`config.mk`:
```
export PLATFORM = sky130hd
export DESIGN_NAME = vga_port_arbiter
export DESIGN_NICKNAME = d
export VERILOG_FILES = /design/src/rtl/vga_port_arbiter_pkg.sv /design/src/rtl/vga_port_arbiter_rr_pick.sv /design/src/rtl/vga_port_arbiter.sv
export SDC_FILE = /design/constraint.sdc
export NUM_CORES = 1
export LEC_CHECK = 0
export CAP_MARGIN = 30
export CELL_PAD_IN_SITES_DETAIL_PLACEMENT = 0
export CELL_PAD_IN_SITES_GLOBAL_PLACEMENT = 2
export CORE_MARGIN = 3
export CORE_UTILIZATION = 23
export CTS_BUF_LIST = sky130_fd_sc_hd__clkbuf_4
export DETAILED_ROUTE_END_ITERATION = 16
export GPL_ROUTABILITY_DRIVEN = 0
export PLACE_DENSITY_LB_ADDON = 0.25
export SETUP_SLACK_MARGIN = 0.1
export SLEW_MARGIN = 20
export SYNTH_ARGS = -nofsm -noshare
export SYNTH_HDL_FRONTEND = slang
export SYNTH_SLANG_ARGS = --single-unit
```
`constraint.sdc`:
```
create_clock -name clock -period 2.5 [get_ports clock]
set_clock_uncertainty 0.2 [all_clocks]
set_input_delay 0.625 -clock clock [delete_from_list [all_inputs] [get_ports clock]]
set_output_delay 0.625 -clock clock [all_outputs]
set_load 0.02 [all_outputs]
```
`src/rtl/vga_port_arbiter_pkg.sv`:
```
// Shared definitions for the VGA write-port arbiter, the VGA adapter and the draw engines.
// Holds state encodings, default pixel widths and requester slot numbers.
package vga_port_arbiter_pkg;

  typedef enum logic [1:0] {
    ARB_IDLE    = 2'd0,
    ARB_GRANT   = 2'd1,
    ARB_RELEASE = 2'd2
  } arb_state_t;

  localparam int VGA_X_W      = 8;
  localparam int VGA_Y_W      = 7;
  localparam int VGA_COLOUR_W = 3;

  localparam int REQ_SCREEN  = 0;
  localparam int REQ_MAZE    = 1;
  localparam int REQ_BOX     = 2;
  localparam int REQ_SPECIAL = 3;

endpackage

```
`src/rtl/vga_port_arbiter_rr_pick.sv`:
```
// Combinational round-robin selector: picks the first set request after rr_ptr,
// wrapping modulo N, and returns it one-hot together with a valid bit.
module vga_port_arbiter_rr_pick #(
  parameter int N     = 4,
  parameter int PTR_W = 2
) (
  input  logic [N-1:0]     req,
  input  logic [PTR_W-1:0] rr_ptr,
  output logic [N-1:0]     winner,
  output logic             valid
);

  always_comb begin
    winner = '0;
    valid  = 1'b0;
    for (int k = 1; k <= N; k++) begin
      if (!valid && req[(int'(rr_ptr) + k) % N]) begin
        winner[(int'(rr_ptr) + k) % N] = 1'b1;
        valid = 1'b1;
      end
    end
  end

endmodule

```
`src/rtl/vga_port_arbiter.sv`:
```
// Shares the single VGA framebuffer write port among NUM_REQ draw engines with
// round-robin grants, a 1-cycle registered pixel path and a hung-engine watchdog.
module vga_port_arbiter
  import vga_port_arbiter_pkg::*;
#(
  parameter int NUM_REQ  = 4,
  parameter int X_W      = VGA_X_W,
  parameter int Y_W      = VGA_Y_W,
  parameter int COLOUR_W = VGA_COLOUR_W,
  parameter int TIMEOUT  = 20000,
  parameter int CNT_W    = 15
) (
  input  logic                        clock,
  input  logic                        resetn,
  input  logic                        abort,
  input  logic [NUM_REQ-1:0]          req,
  input  logic [NUM_REQ-1:0]          eng_done,
  input  logic [NUM_REQ*X_W-1:0]      eng_x,
  input  logic [NUM_REQ*Y_W-1:0]      eng_y,
  input  logic [NUM_REQ*COLOUR_W-1:0] eng_colour,
  input  logic [NUM_REQ-1:0]          eng_plot,
  output logic [NUM_REQ-1:0]          grant,
  output logic [NUM_REQ-1:0]          done_out,
  output logic [X_W-1:0]              vga_x,
  output logic [Y_W-1:0]              vga_y,
  output logic [COLOUR_W-1:0]         vga_colour,
  output logic                        vga_plot,
  output logic                        busy,
  output logic                        timeout_flag,
  output arb_state_t                  arb_state
);

  // Handshake: an engine holds req high until it pulses eng_done; it owns the
  // port only while its grant bit is set, and its plots are ignored otherwise.

  localparam int PTR_W = $clog2(NUM_REQ);

  arb_state_t         state, state_next;
  logic [NUM_REQ-1:0] winner;
  logic               win_valid;
  logic [PTR_W-1:0]   rr_ptr, g_idx, win_idx;
  logic [CNT_W-1:0]   cnt;
  logic               end_abort, end_done, end_drop, end_wd, leave;

  vga_port_arbiter_rr_pick #(
    .N     (NUM_REQ),
    .PTR_W (PTR_W)
  ) u_rr_pick (
    .req    (req),
    .rr_ptr (rr_ptr),
    .winner (winner),
    .valid  (win_valid)
  );

  always_comb begin
    win_idx = '0;
    for (int i = 0; i < NUM_REQ; i++) begin
      if (winner[i]) win_idx = PTR_W'(i);
    end
  end

  always_ff @(posedge clock) begin
    if (!resetn) state <= ARB_IDLE;
    else         state <= state_next;
  end

  // Release causes are mutually exclusive, highest priority first.
  always_comb begin
    state_next = state;
    end_abort  = 1'b0;
    end_done   = 1'b0;
    end_drop   = 1'b0;
    end_wd     = 1'b0;
    case (state)
      ARB_IDLE: begin
        if (win_valid) state_next = ARB_GRANT;
      end
      ARB_GRANT: begin
        if (abort)                                             end_abort = 1'b1;
        else if (eng_done[g_idx])                              end_done  = 1'b1;
        else if (!req[g_idx])                                  end_drop  = 1'b1;
        else if ((TIMEOUT > 0) && (cnt == CNT_W'(TIMEOUT - 1))) end_wd    = 1'b1;
        if (end_abort || end_done || end_drop || end_wd) state_next = ARB_RELEASE;
      end
      default: state_next = ARB_IDLE;
    endcase
  end

  assign leave     = (state == ARB_GRANT) && (state_next == ARB_RELEASE);
  assign busy      = (state != ARB_IDLE);
  assign arb_state = state;

  always_ff @(posedge clock) begin
    if (!resetn) begin
      grant        <= '0;
      done_out     <= '0;
      g_idx        <= '0;
      rr_ptr       <= PTR_W'(NUM_REQ - 1);
      cnt          <= '0;
      vga_x        <= '0;
      vga_y        <= '0;
      vga_colour   <= '0;
      vga_plot     <= 1'b0;
      timeout_flag <= 1'b0;
    end else begin
      done_out <= '0;
      vga_plot <= 1'b0;
      case (state)
        ARB_IDLE: begin
          if (win_valid) begin
            grant <= winner;
            g_idx <= win_idx;
            cnt   <= '0;
          end
        end
        ARB_GRANT: begin
          cnt <= cnt + 1'b1;
          // Coordinates only move with a forwarded plot; an aborted pixel is dropped.
          if (eng_plot[g_idx] && !abort) begin
            vga_plot   <= 1'b1;
            vga_x      <= eng_x[g_idx*X_W +: X_W];
            vga_y      <= eng_y[g_idx*Y_W +: Y_W];
            vga_colour <= eng_colour[g_idx*COLOUR_W +: COLOUR_W];
          end
          if (leave) begin
            grant  <= '0;
            rr_ptr <= g_idx;
          end
          if (end_done) done_out <= grant;
          if (end_wd)   timeout_flag <= 1'b1;
        end
        default: ;
      endcase
    end
  end

endmodule

```
==> results by group, run 1 <==
Status
  • Status: completed

Global route
  • First-pass GRT wire length: around 14 mm
  • Largest net degree at the start of global routing: 20
  • Initial antenna violation count: 0
  • GRT Total Usage: approximately an eighth
  • Gr ovfl total: 0
  • Number of global-route vias before repair: between 2000 and 3000

Placement
  • IO buf count: around 120
  • DP Area: around 4300 µm²
  • HPWL after DPL: around 7.1 mm
  • Placed cells: 558

Cells and area
  • Share of cells above drive strength 1: ~17%
  • Post-route non-filler standard cell count: about 570
  • Area Overhead vs Synth: 56.4%
  • Most frequent cells in the layout: clkdlybuf4s50_1, dfxtp_1, nor2_1
  • Final core utilization: 37.6%
  • Fin area: approximately 4400 µm²
  • Inserted Diodes: 0
  • Commonest non-fill, non-tap cell in the layout: clkdlybuf4s50_1
  • # nets final: 516

Critical path
  • Critical path endpoint category: flop
  • FF-to-FF Start: rr_ptr[0]
  • Kind of cell adding the most delay to the critical path: multiplexers
  • Req. time, crit path: 2540 ps
  • Crit start category: primary input
  • Cells on worst reg2reg path: 7
  • WS Path Type: in2reg
  • R2r setup slk: between 200 and 300 ps
  • Worst-path maximum fanout: 4
  • Critical R2R Capture: g_idx[0]
  • CP max stage cell: mux4_2
  • Worst Setup EP: rr_ptr[1]
  • Buf/Inv on CP: 1
  • Arr. time, crit path: 2390 ps
  • Crit-path cells: clkdlybuf4s50_1 > mux4_2 > nand2b_1 > o31ai_4 > mux2i_1 > nand2_1
  • Setup crit start: eng_done[3]
  • CP max stage delay: slightly below 500 ps
  • CP Depth: 6

Power and ir drop
  • Largest vdd supply drop: 0.190 mV
  • Logic gate share of total power: 46.1%
  • Clock network power share: between 15 and 20%
  • Switching power as a share of total power: around a third
  • Pleak: about 1.7 nW
  • Sequential power share: between 30% and 40%
  • Tot Pwr: roughly 2.3 mW
  • Power per Cell Area: ~530 nW/µm²
  • Int Pwr: around 1.5 mW
  • Net switching power: ~800 µW

Floorplan
  • Row Count: 39
  • IO Pins: between 100 and 150
  • Die X: 117 µm
  • Die Y: 117 µm
  • Starting density of the core: 24.0%
  • Die area: roughly 14000 µm²
  • Core area: about 12000 µm²

Logic synthesis
  • Compound-Gate Fraction of Synth Area: between 10% and 20%
  • Synth cell types: 44
  • Post-synth top area share: 34.8%
  • Synth warn: 0
  • Sequential fraction of the synthesis area: around a third
  • Synth Flop Type: dfxtp_1
  • Synth Area in XOR/XNOR: 0%
  • Cell area after synthesis: 2820 µm²
  • Synth area leader: dfxtp_1
  • Syn_nets: 380
  • Synth area leaders: dfxtp_1, mux4_2, mux2i_1
  • Fraction of registers with async set/reset: 0%
  • FF+latch count, synth: between 40 and 50
  • Avg Synthesized Cell Area: between 9 and 10 µm²
  • Simple-gate share of the synthesized area: 19.9%
  • Largest family of logic cells by synthesized area: multiplexers
  • Syn Inst Count: 286
  • Post-Synth Adder-Cell Area: between 3 and 4%
  • Post-synth EDFFs: 0
  • Mux share of post-synthesis cell area: between 20% and 30%

Clock tree
  • CTS clock-pin slew for the worst setup and hold paths: 140 ps
  • Root Driver: clkbuf_4
  • Clock H-tree levels: 2
  • CTS sink cnt: between 40 and 50
  • Clock Tree Buf Depth: 2
  • Post-CTS Setup Repair Bufs: 0
  • Skew-Pair Late Insertion Delay: approximately 360 ps
  • CTS Buf Count: 5
  • CTS tree: yes

Routing
  • Routed wire length: 8.87 mm
  • First-pass detailed-route iteration total: 4
  • Final ANT Viol Nets: 0
  • # DRC: 0
  • DR vias: 2711
  • Via/cell ratio: 4.79
  • Initial DRC Count: between 90 and 100
  • WL per Instance: between 15 and 20 µm

STA
  • Setup_tns: 0 ps
  • Min cycle time layout: around 2300 ps
  • Slew HR: between 60% and 70%
  • Hold Vio Cnt, Final: 0
  • Actual slew at the worst max-slew pin: between 500 and 600 ps
  • Max Fclk: 427 MHz
  • Period utilisation layout: a little over nine tenths
  • Final setup vio count: 0
  • Slew Limit Fails: 0
  • RSZ-0062 raised after global routing: true

Job
  • Max_cap viols: 0

Worst hold path
  • Min-Delay Path Class: reg2reg
-- kinds of logic after synthesis --
family          Yosys count
simple gates            108
compound gates           56
flops                    49
mux                      45
buf+inv                  21
fa+ha+maj                 7
-- synth_stat cells (7+ instances only) --
| cell | count |
|---|---|
| mux4_2 | 24 |
| a31oi_1 | 7 |
| o21ai_0 | 15 |
| nor3_1 | 10 |
| a21oi_1 | 17 |
| mux2i_1 | 21 |
| nand3_1 | 10 |
| clkbuf_1 | 12 |
| ha_1 | 7 |
| nor2_1 | 35 |
| dfxtp_1 | 49 |
| nand2_1 | 16 |
-- per-layer routing --
layer | global-route usage, % | vias to the layer above | share of wire [%]
li1 | - | 1346 | -
met1 | 16.8 | 1282 | 44
met2 | 21.4 | 76 | 49
met3 | 3.83 | 7 | 6.1
met4 | 3.21 | 0 | 0.99
met5 | 0 | - | 0
-- layout make-up --
| cell class | count | area, µm² |
|---|---|---|
| well taps | 143 | 179 |
| inverters | 5 | 18.8 |
| repair buffers | 145 | 1390 |
| multi-input cells | 216 | 1780 |
| clock inverters | 2 | 10.0 |
| clock buffers | 6 | 45.0 |
| fillers | 1161 | 7310 |
| flip-flops and latches | 49 | 981 |
-- power groups by stage --
stage               Combinational [mW]  Sequential (mW)  Clock (mW)
global route                      1.17            0.890       0.425
floorplan                        0.592            0.934           0
finish                            1.07            0.881       0.373
detailed placement                1.08            0.899           0
CTS                               1.08            0.884       0.389
global placement                  1.08            0.901           0
-- worst register-to-register path, delay by kind of cell, from the launching register on --
family	cells	cell delay [ps]
flip-flops	1	360
adder cells (fa/ha/maj)	1	300
AO/OA/AOI/OAI	4	630
multiplexers	1	570
buffers and inverters	1	120
-- sequential cells by signal, summed over array words and instances, names as in the netlist --
register,flops
arb_state,2
cnt,15
done_out,4
g_idx,2
grant,4
rr_ptr,2
timeout_flag,1
vga_colour,3
vga_plot,1
vga_x,8
vga_y,7
-- through the flow --
stage               hold slack [ps]  setup slack (ps)
floorplan                       249               131
global placement                263              -212
detailed placement              269              -269
CTS                             303               109
global route                    306              98.1
finish                          294               158
-- worst min path at each step --
stage                       startpoint           end  cells after the start
after floorplan                cnt[10]       cnt[10]                      1
after global placement    timeout_flag  timeout_flag                      2
after detailed placement  timeout_flag  timeout_flag                      2
after CTS                 timeout_flag  timeout_flag                      2
after global routing          grant[1]   done_out[1]                      1
final                     timeout_flag  timeout_flag                      2
-- timing repair --
action | CTS | global route
setup endpoints to repair | 1 | 8
hold buffers | 0 | 0
resized for setup | 1 | 3
pin swaps | 0 | 1
hold endpoints to repair | 0 | 0
(Power assumes the default switching activity.)
==> inputs of run 2 (changes only) <==
--- a/config.mk
+++ b/config.mk
@@ -5,7 +5,7 @@
 export SDC_FILE = /design/constraint.sdc
 export NUM_CORES = 1
 export LEC_CHECK = 0
-export CAP_MARGIN = 30
+export CAP_MARGIN = 5
 export CELL_PAD_IN_SITES_DETAIL_PLACEMENT = 0
 export CELL_PAD_IN_SITES_GLOBAL_PLACEMENT = 2
 export CORE_MARGIN = 3
@@ -13,9 +13,9 @@
 export CTS_BUF_LIST = sky130_fd_sc_hd__clkbuf_4
 export DETAILED_ROUTE_END_ITERATION = 16
 export GPL_ROUTABILITY_DRIVEN = 0
-export PLACE_DENSITY_LB_ADDON = 0.25
+export PLACE_DENSITY_LB_ADDON = 0.1
 export SETUP_SLACK_MARGIN = 0.1
-export SLEW_MARGIN = 20
+export SLEW_MARGIN = 10
 export SYNTH_ARGS = -nofsm -noshare
 export SYNTH_HDL_FRONTEND = slang
 export SYNTH_SLANG_ARGS = --single-unit
==> results by group, run 2 (synthesis gave the netlist of run 1 again) <==
Status
  • Status: completed

Global route
  • First-pass GRT wire length: 14.2 mm (+2.4%)
  • Largest net degree at the start of global routing: 23 (+15%)
  • Initial antenna violation count: 1 (+1)
  • Number of global-route vias before repair: 2727 (+0.29%)
  • GRT Total Usage: 13.5% (+0.50 points)
  • Gr ovfl total: 0 (unchanged)

Clock tree
  • CTS clock-pin slew for the worst setup and hold paths: 150 ps (about the same)
  • Root Driver: clkbuf_4
  • Clock Tree Buf Depth: 2 (unchanged)
  • CTS tree: yes
  • Clock H-tree levels: 2 (unchanged)
  • Hold-fix buffer count after cts: 0 (unchanged)
  • PostCTS Resize Cnt: 1 (unchanged)
  • CTS sink cnt: 49 (unchanged)
  • Skew-Pair Late Insertion Delay: 390 ps (+30 ps)
  • CTS Buf Count: 5 (unchanged)
  • Post-CTS Setup Repair Bufs: 0 (unchanged)

Critical path
  • Worst-path maximum fanout: 9 (+5)
  • Arr. time, crit path: 2430 ps (+40 ps)
  • Kind of cell adding the most delay to the critical path: compound AO/OA/AOI/OAI gates
  • WS Path Type: in2reg
  • Buf/Inv on CP: 1 (unchanged)
  • Critical path endpoint category: flop
  • CP max stage cell: clkdlybuf4s50_1
  • CP max stage delay: 530 ps (+40 ps)
  • Req. time, crit path: 2620 ps (+80 ps)
  • Crit-path cells: clkdlybuf4s50_1 > or3b_1 > a2111o_1 > nand3_1 > a221oi_1 > o22ai_1
  • Crit start category: primary input

Floorplan
  • Die area: 13600 µm² (unchanged)
  • Die X: 117 µm (unchanged)
  • Starting density of the core: 24.0% (unchanged)
  • Row Count: 39 (unchanged)
  • Core area: 11700 µm² (unchanged)
  • Die Y: 117 µm (unchanged)
  • IO Pins: 118 (unchanged)

Placement
  • HPWL after DPL: 7.43 mm (+4.7%)
  • Placed cells: 558 (unchanged)
  • IO buf count: 117 (unchanged)

Routing
  • Final ANT Viol Nets: 0 (unchanged)
  • DR vias: 2723 (+0.44%)
  • Initial DRC Count: 71 (-28%)
  • First-pass detailed-route iteration total: 4 (unchanged)
  • Routed wire length: 9.31 mm (+5.0%)
  • Via/cell ratio: 4.80 (+0.27%)
  • WL per Instance: 16.4 µm (+4.8%)
  • # DRC: 0 (unchanged)

STA
  • Hold_ws: 291 ps (-3.03 ps)
  • Final setup vio count: 0 (unchanged)
  • Setup_tns: 0 ps (unchanged)
  • RSZ-0062 raised after global routing: false
  • Hold Vio Cnt, Final: 0 (unchanged)
  • Period utilisation layout: 92.2% (-1.4 points)
  • Max Fclk: 434 MHz (+1.6%)
  • Actual slew at the worst max-slew pin: 424 ps (-147 ps)
  • Slew HR: 71.7% (+9.8 points)
  • Slew Limit Fails: 0 (unchanged)
  • Min cycle time layout: 2310 ps (-35.9 ps)

Cells and area
  • Final core utilization: 37.7% (+0.096 points)
  • Share of cells above drive strength 1: 16.1% (-0.71 points)
  • Most frequent cells in the layout: clkdlybuf4s50_1, dfxtp_1, nor2_1
  • Commonest non-fill, non-tap cell in the layout: clkdlybuf4s50_1
  • # nets final: 516 (unchanged)
  • Area Overhead vs Synth: 56.8%
  • Top Registers: cnt x15, vga_x x8, vga_y x7
  • Largest register FFs: 15 (unchanged)
  • Reg with most FFs: cnt
  • Post-route non-filler standard cell count: 567 (+0.18%)

Worst hold path
  • Min-Delay Path Class: reg2reg

Power and ir drop
  • Largest vdd supply drop: 0.194 mV (+2.5%)
  • Pleak: 1.71 nW (+0.13%)
  • Power per Cell Area: 534 nW/µm² (+0.93%)
  • Tot Pwr: 2.36 mW (+1.2%)

Job
  • Max_cap viols: 0 (unchanged)
run 2: cell types whose count changed in the layout (fill, tap and decap cells not counted), sizes merged:
cell           delta
clkdlybuf4s50     -1
dlymetal6s2s      +1
clkinvlp          +2
clkinv            -2
diode             +1
run 2: worst paths after layout:
kind / start / endpoint / slack (ps) / cells after the start
min: timeout_flag / timeout_flag / 290 / 2
min reg2reg: timeout_flag / timeout_flag / 290 / 2
max reg2reg: rr_ptr[0] / g_idx[0] / 240 / 7
max: req[3] / grant[1] / 190 / 6
run 2: power breakdown:
group / internal [mW] / total [mW] / leakage, nW / switching (mW)
logic: 0.595 / 1.08 / 1.28 / 0.480
clock network: 0.121 / 0.403 / 0.0279 / 0.282
registers: 0.837 / 0.879 / 0.398 / 0.0418
total: 1.55 / 2.36 / 1.71 / 0.804
run 2: final cells by class:
class / instances / area (µm²)
diodes: 1 / 2.50
clock buffers: 6 / 45.0
clock inverters: 2 / 15.0
fillers: 1200 / 7290
inverters: 5 / 18.8
multi-input cells: 216 / 1760
flip-flops and latches: 49 / 981
well taps: 143 / 179
repair buffers: 145 / 1420
run 2: per-stage QoR:
| step | area [µm²] | setup slack [ps] |
|---|---|---|
| after floorplan | 2820 | 131 |
| after global placement | 4350 | -235 |
| after detailed placement | 4350 | -281 |
| after CTS | 4410 | 150 |
| after global routing | 4420 | 114 |
| final | 4420 | 194 |
run 2: layer usage:
layer	global-route usage (%)	wire length (µm)	share of wire [%]	vias to the layer above
met4	3.67	107	1.1	0
li1	-	-	-	1346
met5	0	0	0	-
met3	2.85	396	4.3	6
met2	24.3	5130	55	57
met1	16.3	3680	39	1314
run 2: worst min-delay path: cells and delay by family, from the launching register on:
family,cells,cell delay (ps)
AND/OR/NAND/NOR,2,110
flip-flops,1,360
